`src/rtl/ltc233x_pkg.sv`:
```
// ltc233x_pkg: shared tags, FSM states and CRC helpers for the LTC233x multi-channel readout.
// Build option: LTC233X_FRAME_CRC_EN adds the CRC trailer state and the CRC update function.
package ltc233x_pkg;

    // Tags placed in bits [31:28] of every output word
    localparam logic [3:0] TAG_TS_LO = 4'hA;
    localparam logic [3:0] TAG_TS_HI = 4'hB;
    localparam logic [3:0] TAG_DATA  = 4'hD;
    localparam logic [3:0] TAG_CRC   = 4'hC;

    // CRC-16-CCITT
    localparam logic [15:0] CRC_POLY = 16'h1021;
    localparam logic [15:0] CRC_INIT = 16'hFFFF;

`ifdef LTC233X_FRAME_CRC_EN
    typedef enum logic [2:0] {ST_IDLE, ST_HDR0, ST_HDR1, ST_CAPTURE, ST_CRC} state_t;

    // Folds one 24-bit data field into the running CRC, MSB first
    function automatic logic [15:0] crc16_upd(input logic [15:0] crc, input logic [23:0] data);
        logic [15:0] r;
        r = crc;
        for (int i = 23; i >= 0; i--)
            r = (r[15] ^ data[i]) ? ({r[14:0], 1'b0} ^ CRC_POLY) : {r[14:0], 1'b0};
        return r;
    endfunction
`else
    typedef enum logic [1:0] {ST_IDLE, ST_HDR0, ST_HDR1, ST_CAPTURE} state_t;
`endif

endpackage

```
`src/rtl/ltc233x_multi_read_fifo.sv`:
```
// ltc_sync_fifo: synchronous first-word-fall-through FIFO with occupancy count.
// Ports: clk, reset (async, active-high); wr_en/wr_data push; rd_en pops the head;
//        rd_data shows the head (0 while empty); empty flag; count = words stored.
module ltc_sync_fifo #(
    parameter int WIDTH = 32,
    parameter int DEPTH = 32
) (
    input  logic                     clk,
    input  logic                     reset,
    input  logic                     wr_en,
    input  logic [WIDTH-1:0]         wr_data,
    input  logic                     rd_en,
    output logic [WIDTH-1:0]         rd_data,
    output logic                     empty,
    output logic [$clog2(DEPTH):0]   count
);
    localparam int AW = $clog2(DEPTH);

    logic [WIDTH-1:0] mem_q [DEPTH];
    logic [AW:0]      wr_ptr_q, wr_ptr_d, rd_ptr_q, rd_ptr_d;
    logic             push, pop;

    // Pointers carry one extra wrap bit so full and empty are distinguishable
    assign count   = wr_ptr_q - rd_ptr_q;
    assign empty   = (count == '0);
    assign pop     = rd_en && !empty;
    assign push    = wr_en && ((count != (AW+1)'(DEPTH)) || pop);
    assign rd_data = empty ? '0 : mem_q[rd_ptr_q[AW-1:0]];

    always_comb begin
        wr_ptr_d = wr_ptr_q + {{AW{1'b0}}, push};
        rd_ptr_d = rd_ptr_q + {{AW{1'b0}}, pop};
    end

    always_ff @(posedge clk or posedge reset) begin
        if (reset) begin
            wr_ptr_q <= '0;
            rd_ptr_q <= '0;
        end else begin
            wr_ptr_q <= wr_ptr_d;
            rd_ptr_q <= rd_ptr_d;
        end
    end

    always_ff @(posedge clk) begin
        if (push) mem_q[wr_ptr_q[AW-1:0]] <= wr_data;
    end

endmodule

```
`src/rtl/ltc233x_multi_read.sv`:
```
// ltc233x_multi_read: captures N_CH-channel LTC233x DDR frames, timestamps them and streams 32-bit words.
// Ports: clk, reset (async, active-high); enable gates new frames; ts_reset rising edge zeroes the
//        timestamp; cnv_in/scko_in/sdo_in are the asynchronous ADC pins; m_tdata/m_tvalid/m_tready
//        form the output stream; overflow_cnt/err_cnt count dropped/truncated frames; busy flags capture.
// Build option: LTC233X_FRAME_CRC_EN appends a CRC-16 trailer word to every complete frame.
module ltc233x_multi_read
    import ltc233x_pkg::*;
#(
    parameter int N_CH        = 8,
    parameter int PKT_BITS    = 24,
    parameter int TS_WIDTH    = 56,
    parameter int BUF_DEPTH   = 32,
    parameter int SYNC_STAGES = 2
) (
    input  logic        clk,
    input  logic        reset,
    input  logic        enable,
    input  logic        ts_reset,
    input  logic        cnv_in,
    input  logic        scko_in,
    input  logic        sdo_in,
    output logic [31:0] m_tdata,
    output logic        m_tvalid,
    input  logic        m_tready,
    output logic [15:0] overflow_cnt,
    output logic [15:0] err_cnt,
    output logic        busy
);
`ifdef LTC233X_FRAME_CRC_EN
    localparam int RESERVE = N_CH + 3;
`else
    localparam int RESERVE = N_CH + 2;
`endif
    localparam int CW = $clog2(BUF_DEPTH) + 1;
    localparam logic [TS_WIDTH-1:0] TS_ONE = TS_WIDTH'(1);

    logic [SYNC_STAGES-1:0] cnv_sync_q, cnv_sync_d, scko_sync_q, scko_sync_d, sdo_sync_q, sdo_sync_d;
    logic                   cnv_prev_q, cnv_prev_d, scko_prev_q, scko_prev_d;
    logic                   ts_reset_prev_q, ts_reset_prev_d;
    logic [TS_WIDTH-1:0]    ts_q, ts_d;
    logic [55:0]            t_q, t_d;
    state_t                 state_q, state_d;
    logic [PKT_BITS-1:0]    sh_q, sh_d, pkt;
    logic [4:0]             bit_cnt_q, bit_cnt_d;
    logic [3:0]             ch_q, ch_d;
    logic [15:0]            overflow_cnt_q, overflow_cnt_d, err_cnt_q, err_cnt_d;
    logic [23:0]            data24;
    logic                   cnv_rise, scko_edge, sdo_s, room, wr_en;
    logic [31:0]            wr_data;
    logic [CW-1:0]          fifo_cnt;
    logic                   fifo_empty;
`ifdef LTC233X_FRAME_CRC_EN
    logic [15:0]            crc_q, crc_d;
`endif

    assign cnv_rise  = cnv_sync_q[SYNC_STAGES-1] && !cnv_prev_q;
    assign scko_edge = scko_sync_q[SYNC_STAGES-1] ^ scko_prev_q;
    assign sdo_s     = sdo_sync_q[SYNC_STAGES-1];
    assign pkt       = {sh_q[PKT_BITS-2:0], sdo_s};
    assign data24    = 24'(pkt) << (24 - PKT_BITS);
    assign busy      = (state_q == ST_HDR0) || (state_q == ST_HDR1) || (state_q == ST_CAPTURE);

    // A CRC word being written this cycle still occupies its reserved slot
`ifdef LTC233X_FRAME_CRC_EN
    assign room = (int'(fifo_cnt) + ((state_q == ST_CRC) ? 1 : 0) + RESERVE) <= BUF_DEPTH;
`else
    assign room = (int'(fifo_cnt) + RESERVE) <= BUF_DEPTH;
`endif

    always_comb begin
        cnv_sync_d      = {cnv_sync_q[SYNC_STAGES-2:0], cnv_in};
        scko_sync_d     = {scko_sync_q[SYNC_STAGES-2:0], scko_in};
        sdo_sync_d      = {sdo_sync_q[SYNC_STAGES-2:0], sdo_in};
        cnv_prev_d      = cnv_sync_q[SYNC_STAGES-1];
        scko_prev_d     = scko_sync_q[SYNC_STAGES-1];
        ts_reset_prev_d = ts_reset;
        ts_d            = (ts_reset && !ts_reset_prev_q) ? '0 : ts_q + TS_ONE;
        state_d         = state_q;
        t_d             = t_q;
        sh_d            = sh_q;
        bit_cnt_d       = bit_cnt_q;
        ch_d            = ch_q;
        overflow_cnt_d  = overflow_cnt_q;
        err_cnt_d       = err_cnt_q;
`ifdef LTC233X_FRAME_CRC_EN
        crc_d           = crc_q;
`endif
        wr_en           = 1'b0;
        wr_data         = '0;
        case (state_q)
            ST_HDR0: begin
                wr_en   = 1'b1;
                wr_data = {TAG_TS_LO, t_q[27:0]};
                state_d = ST_HDR1;
            end
            ST_HDR1: begin
                wr_en   = 1'b1;
                wr_data = {TAG_TS_HI, t_q[55:28]};
                state_d = ST_CAPTURE;
            end
            ST_CAPTURE: begin
                if (scko_edge) begin
                    sh_d      = pkt;
                    bit_cnt_d = bit_cnt_q + 5'd1;
                    if (bit_cnt_q == 5'(PKT_BITS - 1)) begin
                        wr_en     = 1'b1;
                        wr_data   = {TAG_DATA, ch_q, data24};
                        bit_cnt_d = '0;
                        ch_d      = ch_q + 4'd1;
`ifdef LTC233X_FRAME_CRC_EN
                        crc_d     = crc16_upd(crc_q, data24);
                        if (ch_q == 4'(N_CH - 1)) state_d = ST_CRC;
`else
                        if (ch_q == 4'(N_CH - 1)) state_d = ST_IDLE;
`endif
                    end
                end
            end
`ifdef LTC233X_FRAME_CRC_EN
            ST_CRC: begin
                wr_en   = 1'b1;
                wr_data = {TAG_CRC, 12'h0, crc_q};
                state_d = ST_IDLE;
            end
`endif
            default: ;
        endcase
        // cnv overrides everything: abort a frame in flight, then treat the edge as a fresh IDLE edge
        if (cnv_rise) begin
            if (busy) begin
                err_cnt_d = (err_cnt_q == 16'hFFFF) ? err_cnt_q : err_cnt_q + 16'd1;
                wr_en     = 1'b0;
                state_d   = ST_IDLE;
            end
            if (enable && room) begin
                state_d   = ST_HDR0;
                t_d       = 56'(ts_q);
                ch_d      = '0;
                bit_cnt_d = '0;
`ifdef LTC233X_FRAME_CRC_EN
                crc_d     = CRC_INIT;
`endif
            end else if (enable) begin
                overflow_cnt_d = (overflow_cnt_q == 16'hFFFF) ? overflow_cnt_q : overflow_cnt_q + 16'd1;
            end
        end
    end

    always_ff @(posedge clk or posedge reset) begin
        if (reset) begin
            cnv_sync_q      <= '0;
            scko_sync_q     <= '0;
            sdo_sync_q      <= '0;
            cnv_prev_q      <= 1'b0;
            scko_prev_q     <= 1'b0;
            ts_reset_prev_q <= 1'b0;
            ts_q            <= '0;
            t_q             <= '0;
            state_q         <= ST_IDLE;
            sh_q            <= '0;
            bit_cnt_q       <= '0;
            ch_q            <= '0;
            overflow_cnt_q  <= '0;
            err_cnt_q       <= '0;
`ifdef LTC233X_FRAME_CRC_EN
            crc_q           <= CRC_INIT;
`endif
        end else begin
            cnv_sync_q      <= cnv_sync_d;
            scko_sync_q     <= scko_sync_d;
            sdo_sync_q      <= sdo_sync_d;
            cnv_prev_q      <= cnv_prev_d;
            scko_prev_q     <= scko_prev_d;
            ts_reset_prev_q <= ts_reset_prev_d;
            ts_q            <= ts_d;
            t_q             <= t_d;
            state_q         <= state_d;
            sh_q            <= sh_d;
            bit_cnt_q       <= bit_cnt_d;
            ch_q            <= ch_d;
            overflow_cnt_q  <= overflow_cnt_d;
            err_cnt_q       <= err_cnt_d;
`ifdef LTC233X_FRAME_CRC_EN
            crc_q           <= crc_d;
`endif
        end
    end

    ltc_sync_fifo #(.WIDTH(32), .DEPTH(BUF_DEPTH)) u_fifo (
        .clk     (clk),
        .reset   (reset),
        .wr_en   (wr_en),
        .wr_data (wr_data),
        .rd_en   (m_tready),
        .rd_data (m_tdata),
        .empty   (fifo_empty),
        .count   (fifo_cnt)
    );

    assign m_tvalid     = !fifo_empty;
    assign overflow_cnt = overflow_cnt_q;
    assign err_cnt      = err_cnt_q;

endmodule

```
`config.mk`:
```
export PLATFORM = sky130hd
export DESIGN_NAME = ltc233x_multi_read
export DESIGN_NICKNAME = d
export VERILOG_FILES = /design/src/rtl/ltc233x_pkg.sv /design/src/rtl/ltc233x_multi_read_fifo.sv /design/src/rtl/ltc233x_multi_read.sv
export SDC_FILE = /design/constraint.sdc
export NUM_CORES = 1
export LEC_CHECK = 0
export BUFFER_PORTS_ARGS = -buffer_cell sky130_fd_sc_hd__buf_4
export CAP_MARGIN = 15
export CORE_AREA = 10 10 315 469
export DETAILED_ROUTE_END_ITERATION = 10
export DIE_AREA = 0 0 325 479
export HOLD_SLACK_MARGIN = 0.05
export PLACE_DENSITY = 0.6
export SLEW_MARGIN = 20
export SYNTH_ARGS = -nofsm -noshare
export SYNTH_HDL_FRONTEND = slang
export SYNTH_SLANG_ARGS = --single-unit
```
`constraint.sdc`:
```
create_clock -name clk -period 7.3 [get_ports clk]
set_input_delay 1.46 -clock clk [delete_from_list [all_inputs] [get_ports clk]]
set_output_delay 1.46 -clock clk [all_outputs]
set_load 0.02 [all_outputs]
```
After elaboration in Yosys (flattened, before gate mapping)
Memories as Yosys holds them, arrays and structs flattened.
Cells that the tools add are included.
Widths: inputs -> output; s select.
{ "op_classes": {"order_cmp": 1, "n_bitwise": 4, "n_addsub": 9, "eq_ne": 8, "n_reduce_logical": 17, "n_mux": 29, "shifts": 0, "div": 0, "n_mul": 0} }
{ "op_table": {"columns": ["op", "n"], "rows": [
  ["$mux 32", 3],
  ["$pmux 32 s3", 1],
  ["$add 56x1->56 const B", 1],
  ["$mux 56", 1],
  ["$add 16x1->16 const B", 2],
  ["$eq 16x16->1 const B", 2],
  ["$mux 5", 5],
  ["$mux 4", 5],
  ["$add 6x1->6", 2],
  ["$mux 2", 6],
  ["$add 6x4->7 const B", 1],
  ["$le 7x6->1 const B", 1],
  ["$logic_not 6->1", 1],
  ["$mux 1", 6],
  ["$ne 6x6->1 const B", 1],
  ["$pmux 2 s3", 1],
  ["$sub 6x6->6", 1],
  ["$add 5x1->5 const B", 1],
  ["$eq 5x5->1 const B", 1],
  ["$logic_and 1x1->1", 5],
  ["$add 4x1->4 const B", 1],
  ["$eq 2x2->1 const B", 2],
  ["$eq 4x3->1 const B", 1],
  ["$reduce_and 2->1", 2],
  ["9 further kinds", 15]
]} }
{ "word_totals": {"out_inout_bits": 66, "reg_bits": 199, "memories": 1, "inputBits": 8, "ramBits": 1024, "latchBits": 0, "elab_cells": 85, "rom_bits": 0} }
{ "mem_list": {"columns": ["memory", "words", "width", "rd", "rd_ports_with_merged_regs", "write_ports", "line", "source"], "rows": [
  ["u_fifo.mem_q", 32, 32, 1, 0, 1, "ltc233x_multi_read_fifo.sv:19", "logic [WIDTH-1:0] mem_q [DEPTH];"]
]} }

Depth between registers and ports, before layout
{ "depth": {"depth_word": 9, "depth_mapped": 17, "ltp_nobuf": 14} }

Cells and area by module
From an unflattened synthesis, not the netlist that was laid out.
{ "hier_totals": {"cells_unflattened": 2848, "hier_area_um2": 49160.9} }
{ "by_module_without_submodules": {"columns": ["mod", "seq_area_each_um2", "area_per_inst_um2", "cells_per_inst", "n_inst"], "rows": [
  ["ltc_sync_fifo", 31049.8, 40493.8, 2013, 1],
  ["ltc233x_multi_read", 4679.5, 8667.1, 835, 1]
]} }

Worst setup path before layout
No wires, ideal clock.
{ "synth_path": {"kind": "reg2out", "from": "register u_fifo.rd_ptr_q[2]", "to": "output port m_tdata[10]", "path_slack_ns": 2.543, "path_buffers": 4, "required_time_ns": 5.840, "t_arrival_ns": 3.297, "path_stages_with_launch": 13, "path_cell_list": "dfrtp_1 > clkbuf_1 > clkinv_1 > buf_2 > buf_1 > ha_1 > and3_1 > or3_1 > and2_4 > or4_4 > nor3_4 > buf_4 > nor2_1"} }
{ "synth_via": {"elab_chain_len": 3, "elab_cells_between_ends": 4, "classes_between": "add/sub (1); mux (1); reduce/logical (1); memory (1)"} }
{ "synth_rtl": {"columns": ["element", "line", "source"], "rows": [
  ["start, declared", "ltc233x_multi_read_fifo.sv:20", "logic [AW:0] wr_ptr_q, wr_ptr_d, rd_ptr_q, rd_ptr_d;"],
  ["start signal, assigned", "ltc233x_multi_read_fifo.sv:41", "rd_ptr_q <= rd_ptr_d;"],
  ["$sub 6x6->6", "ltc233x_multi_read_fifo.sv:24", "assign count = wr_ptr_q - rd_ptr_q;"],
  ["$logic_not 6->1", "ltc233x_multi_read_fifo.sv:25", "assign empty = (count == '0);"],
  ["$mux 32 *", "ltc233x_multi_read_fifo.sv:28", "assign rd_data = empty ? '0 : mem_q[rd_ptr_q[AW-1:0]];"],
  ["end, declared", "ltc233x_multi_read.sv:22", "output logic [31:0] m_tdata,"]
]} }
Every way passes the cells marked *; elsewhere a longest branch is shown, timed or not.

Final worst setup path
{ "layout_path": {"from": "register u_fifo.rd_ptr_q[2]", "to": "output port m_tdata[27]"} }
The elaborated chain is that of the path after synthesis.

==> qor.csv <==
metric,value,unit
Mapped Cells,2460,
setup clock skew after layout,0.0392,ns
status,completed,
average via count per standard cell,5.27,
signed area change from the synthesized netlist to the final layout,14.5,%
Worst Path Arrival,4.91,ns
later-pin clock latency in the skew report,0.73,ns
clock-pin transition on the worst setup and hold timing paths,0.07,ns
net switching power of the design,6300,uW
transition time of the tightest slew-check pin,1.10,ns
sequential element share of the synthesized area,73.7,%
DPL Wire Length,67.7,mm
nets,2628,
post-cts hold buffer count,0,
async set-or-reset flop fraction in the synthesized netlist,16.3,%
sort of element at the start of the critical path,flop,
internal power,13900,uW
most frequent standard cell in the layout excluding fill and tap cells,sky130_fd_sc_hd__edfxtp_1,
netlist area before placement,0.0485,mm2
largest net degree at the start of global routing,130,
Comb pwr share,28.8,%
DR iter-0 viols,2320,
worst setup slack for register-to-register paths,2.04,ns
min-delay src,scko_sync_q[0]$_DFF_PP0_,
all-layer global routing usage,15.4,%
Slew HR,26.4,%
Avg Synthesized Cell Area,19.7,um2
worst supply voltage drop on vdd,261,uV
initial antenna violation count,2,
aggregate negative setup slack,0,ns
CTS H-tree depth,3,
last weighted congestion value of the routability-driven placer,0.805,
Initial Utilization,34.9,%
leading register cell type out of synthesis,sky130_fd_sc_hd__edfxtp_1,
final setup violation count,0,
min Tclk post-route,6.37,ns
area of the core,0.139,mm2
clock tree from TritonCTS,built,
Residual DRC,0,
proportion of total power due to net switching,31.2,%
Post-CTS Repair Setup Buffers,0,
number of clock sinks,1223,
Chip Height,479,um
count of cells resized by post-cts repair,0,
first-pass detailed-route iteration total,8,
IO buf count,73,
first-pass GRT wire length,178,mm
average wire per standard cell,26.6,um
clock tree root buffer cell,sky130_fd_sc_hd__clkbuf_16,
die span in x,325,um
sequential share of power,42.0,%
pre-CTS worst setup slack,1.65,ns
overall via count from detail_route,24059,
endpoint class of the critical path,output port,
period utilisation layout,87.3,%
maximum frequency from static timing analysis,157,MHz
total detailed-routing wirelength,122,mm
"commonest cells after routing, fill and taps aside","sky130_fd_sc_hd__edfxtp_1 (1,024), sky130_fd_sc_hd__mux4_2 (288), sky130_fd_sc_hd__dfrtp_1 (196)",
power density over the cells,363,mW/mm2
clock network fraction of design power,29.2,%
total global routing overflow,0,
syn nets,2490,
Leak,0.0180,uW
final-report max-slew violation count,0,
Synth Register Bits,1223,
Bufs on Longest Clock Path,3,
Final Worst Setup Slack,0.926,ns
"Data required, critical path",5.84,ns
Die Outline Area,0.156,mm2
number of hold violations in the final report,0,
worst setup path class,reg2out,
largest fanout on the critical path,48,
startpoint of the lowest-slack register-to-register path,u_fifo.rd_ptr_q[2]$_DFF_PP0_,
worst min path class,reg2reg,
number of clock buffers inserted by TritonCTS,108,
number of different library cells in the post-synthesis netlist,59,
yosys synthesis warning count,0,
setup repair after global routing missed its margin,no,
number of cell rows,168,
# IOs,74,
fraction of final layout cells with drive strength greater than 1,27.7,%
number of max-cap violations,0,
Antenna Violating Nets Remaining,0,
start point of the critical path,u_fifo.rd_ptr_q[2]$_DFF_PP0_,
number of enable flip-flop cells after synthesis,1024,
via count of the first global-routing pass,25787,
worst max-delay path, cell delays in order (launching register included):
cell                      delay [ns]
sky130_fd_sc_hd__dfrtp_4        0.97
sky130_fd_sc_hd__inv_4          0.51
sky130_fd_sc_hd__ha_1           0.53
sky130_fd_sc_hd__and3_1         0.24
sky130_fd_sc_hd__or3_1          0.36
sky130_fd_sc_hd__and2_4         0.19
sky130_fd_sc_hd__or4_4          0.56
sky130_fd_sc_hd__nor3_4         0.15
sky130_fd_sc_hd__buf_4          0.31
sky130_fd_sc_hd__nor2_1         0.19
sky130_fd_sc_hd__buf_4          0.19
cell usage after synthesis, types with 4 or more instances:
cell                       count  area (um2)
sky130_fd_sc_hd__and2_1        4        25.0
sky130_fd_sc_hd__nor2_1      170         638
sky130_fd_sc_hd__nand3_1      39         195
sky130_fd_sc_hd__and4_1       10        87.6
sky130_fd_sc_hd__ha_1         21         263
sky130_fd_sc_hd__edfxtp_1   1024       30700
sky130_fd_sc_hd__inv_1        18        67.6
sky130_fd_sc_hd__o21ai_0       7        35.0
sky130_fd_sc_hd__nor2b_1      10        62.6
sky130_fd_sc_hd__xnor2_1      41         359
sky130_fd_sc_hd__a222oi_1     28         280
sky130_fd_sc_hd__nand2_1     118         443
sky130_fd_sc_hd__buf_2        32         160
sky130_fd_sc_hd__dfrtp_1     199        4980
sky130_fd_sc_hd__a21oi_1      15        75.1
sky130_fd_sc_hd__or3_1        10        62.6
sky130_fd_sc_hd__xor2_1       54         473
sky130_fd_sc_hd__buf_4         8        60.1
sky130_fd_sc_hd__and3_1       16         100
sky130_fd_sc_hd__nor3_1       14        70.1
sky130_fd_sc_hd__nand3b_1      6        45.0
sky130_fd_sc_hd__clkbuf_1     57         214
sky130_fd_sc_hd__buf_1        20        75.1
sky130_fd_sc_hd__nand3_4       4        70.1
sky130_fd_sc_hd__nand4_1      21         131
sky130_fd_sc_hd__mux4_2      288        6490
sky130_fd_sc_hd__mux2i_1     128        1280
sky130_fd_sc_hd__mux2_2       58         653
state kept, by name, indices dropped and copies added (netlist names), 2 cells and up:
name / count
bit_cnt_q: 5
ts_q: 56
ch_q: 4
sdo_sync_q: 2
state_q: 2
u_fifo.wr_ptr_q: 6
scko_sync_q: 2
sh_q: 23
cnv_sync_q: 2
u_fifo.mem_q: 1024
t_q: 56
u_fifo.rd_ptr_q: 6
err_cnt: 16
overflow_cnt: 16
power by group through the flow:
stage	Clock, uW	Sequential [uW]	Combinational (uW)
2_1_floorplan	0	8410	4060
3_3_place_gp	0	8600	5790
3_5_place_dp	0	8630	5900
4_1_cts	6000	8480	5920
5_1_grt	6250	8520	6240
6_report	5890	8480	5810
routing by layer:
layer	share of wire, %	GRT usage, %	vias up
li1	-	-	10142
met1	39	18.6	13030
met2	53	28.2	701
met3	4.7	2.25	184
met4	2.7	4.88	2
met5	0.011	0	-
area by class of cell:
type,count,area (um2)
sequential,1223,35700
fill,12424,83600
timing repair buffer,145,1110
antenna,1,2.50
multi-input combinational,1099,12500
tap,1870,2340
inverter,21,91.3
clock inverter,71,699
clock buffer,134,3000
metrics by stage:
| step | utilization (%) | instances | total power (uW) | hold slack (ns) | instance area, um2 |
|---|---|---|---|---|---|
| finish | 39.9 | 4564 | 20200 | 0.348 | 55500 |
| global route | 39.9 | 4564 | 21000 | 0.362 | 55500 |
| CTS | 39.9 | 4563 | 20400 | 0.351 | 55500 |
| detailed placement | 37.2 | 4358 | 14500 | 0.336 | 51800 |
| global placement | 37.2 | 4358 | 14400 | 0.333 | 51800 |
| floorplan | - | 2460 | 12500 | 0.331 | 48500 |
cells by family after synthesis:
group / share of synthesized area (%)
fa+ha+maj: 0.583
flops: 73.7
mux: 17.4
compound gates: 1.18
simple gates: 4.28
buf+inv: 1.21
xor+xnor: 1.72
worst paths after layout:
path / depth (start not counted) / end
max: 10 / m_tdata[27]
min in group asynchronous: 2 / err_cnt[9]$_DFFE_PP0P_
max reg2reg: 13 / t_q[48]$_DFFE_PP0P_
min reg2reg: 0 / scko_sync_q[1]$_DFF_PP0_
max in group asynchronous: 3 / ts_q[43]$_DFF_PP0_
min: 0 / scko_sync_q[1]$_DFF_PP0_
No activity file was read; power rests on OpenSTA's default activity.
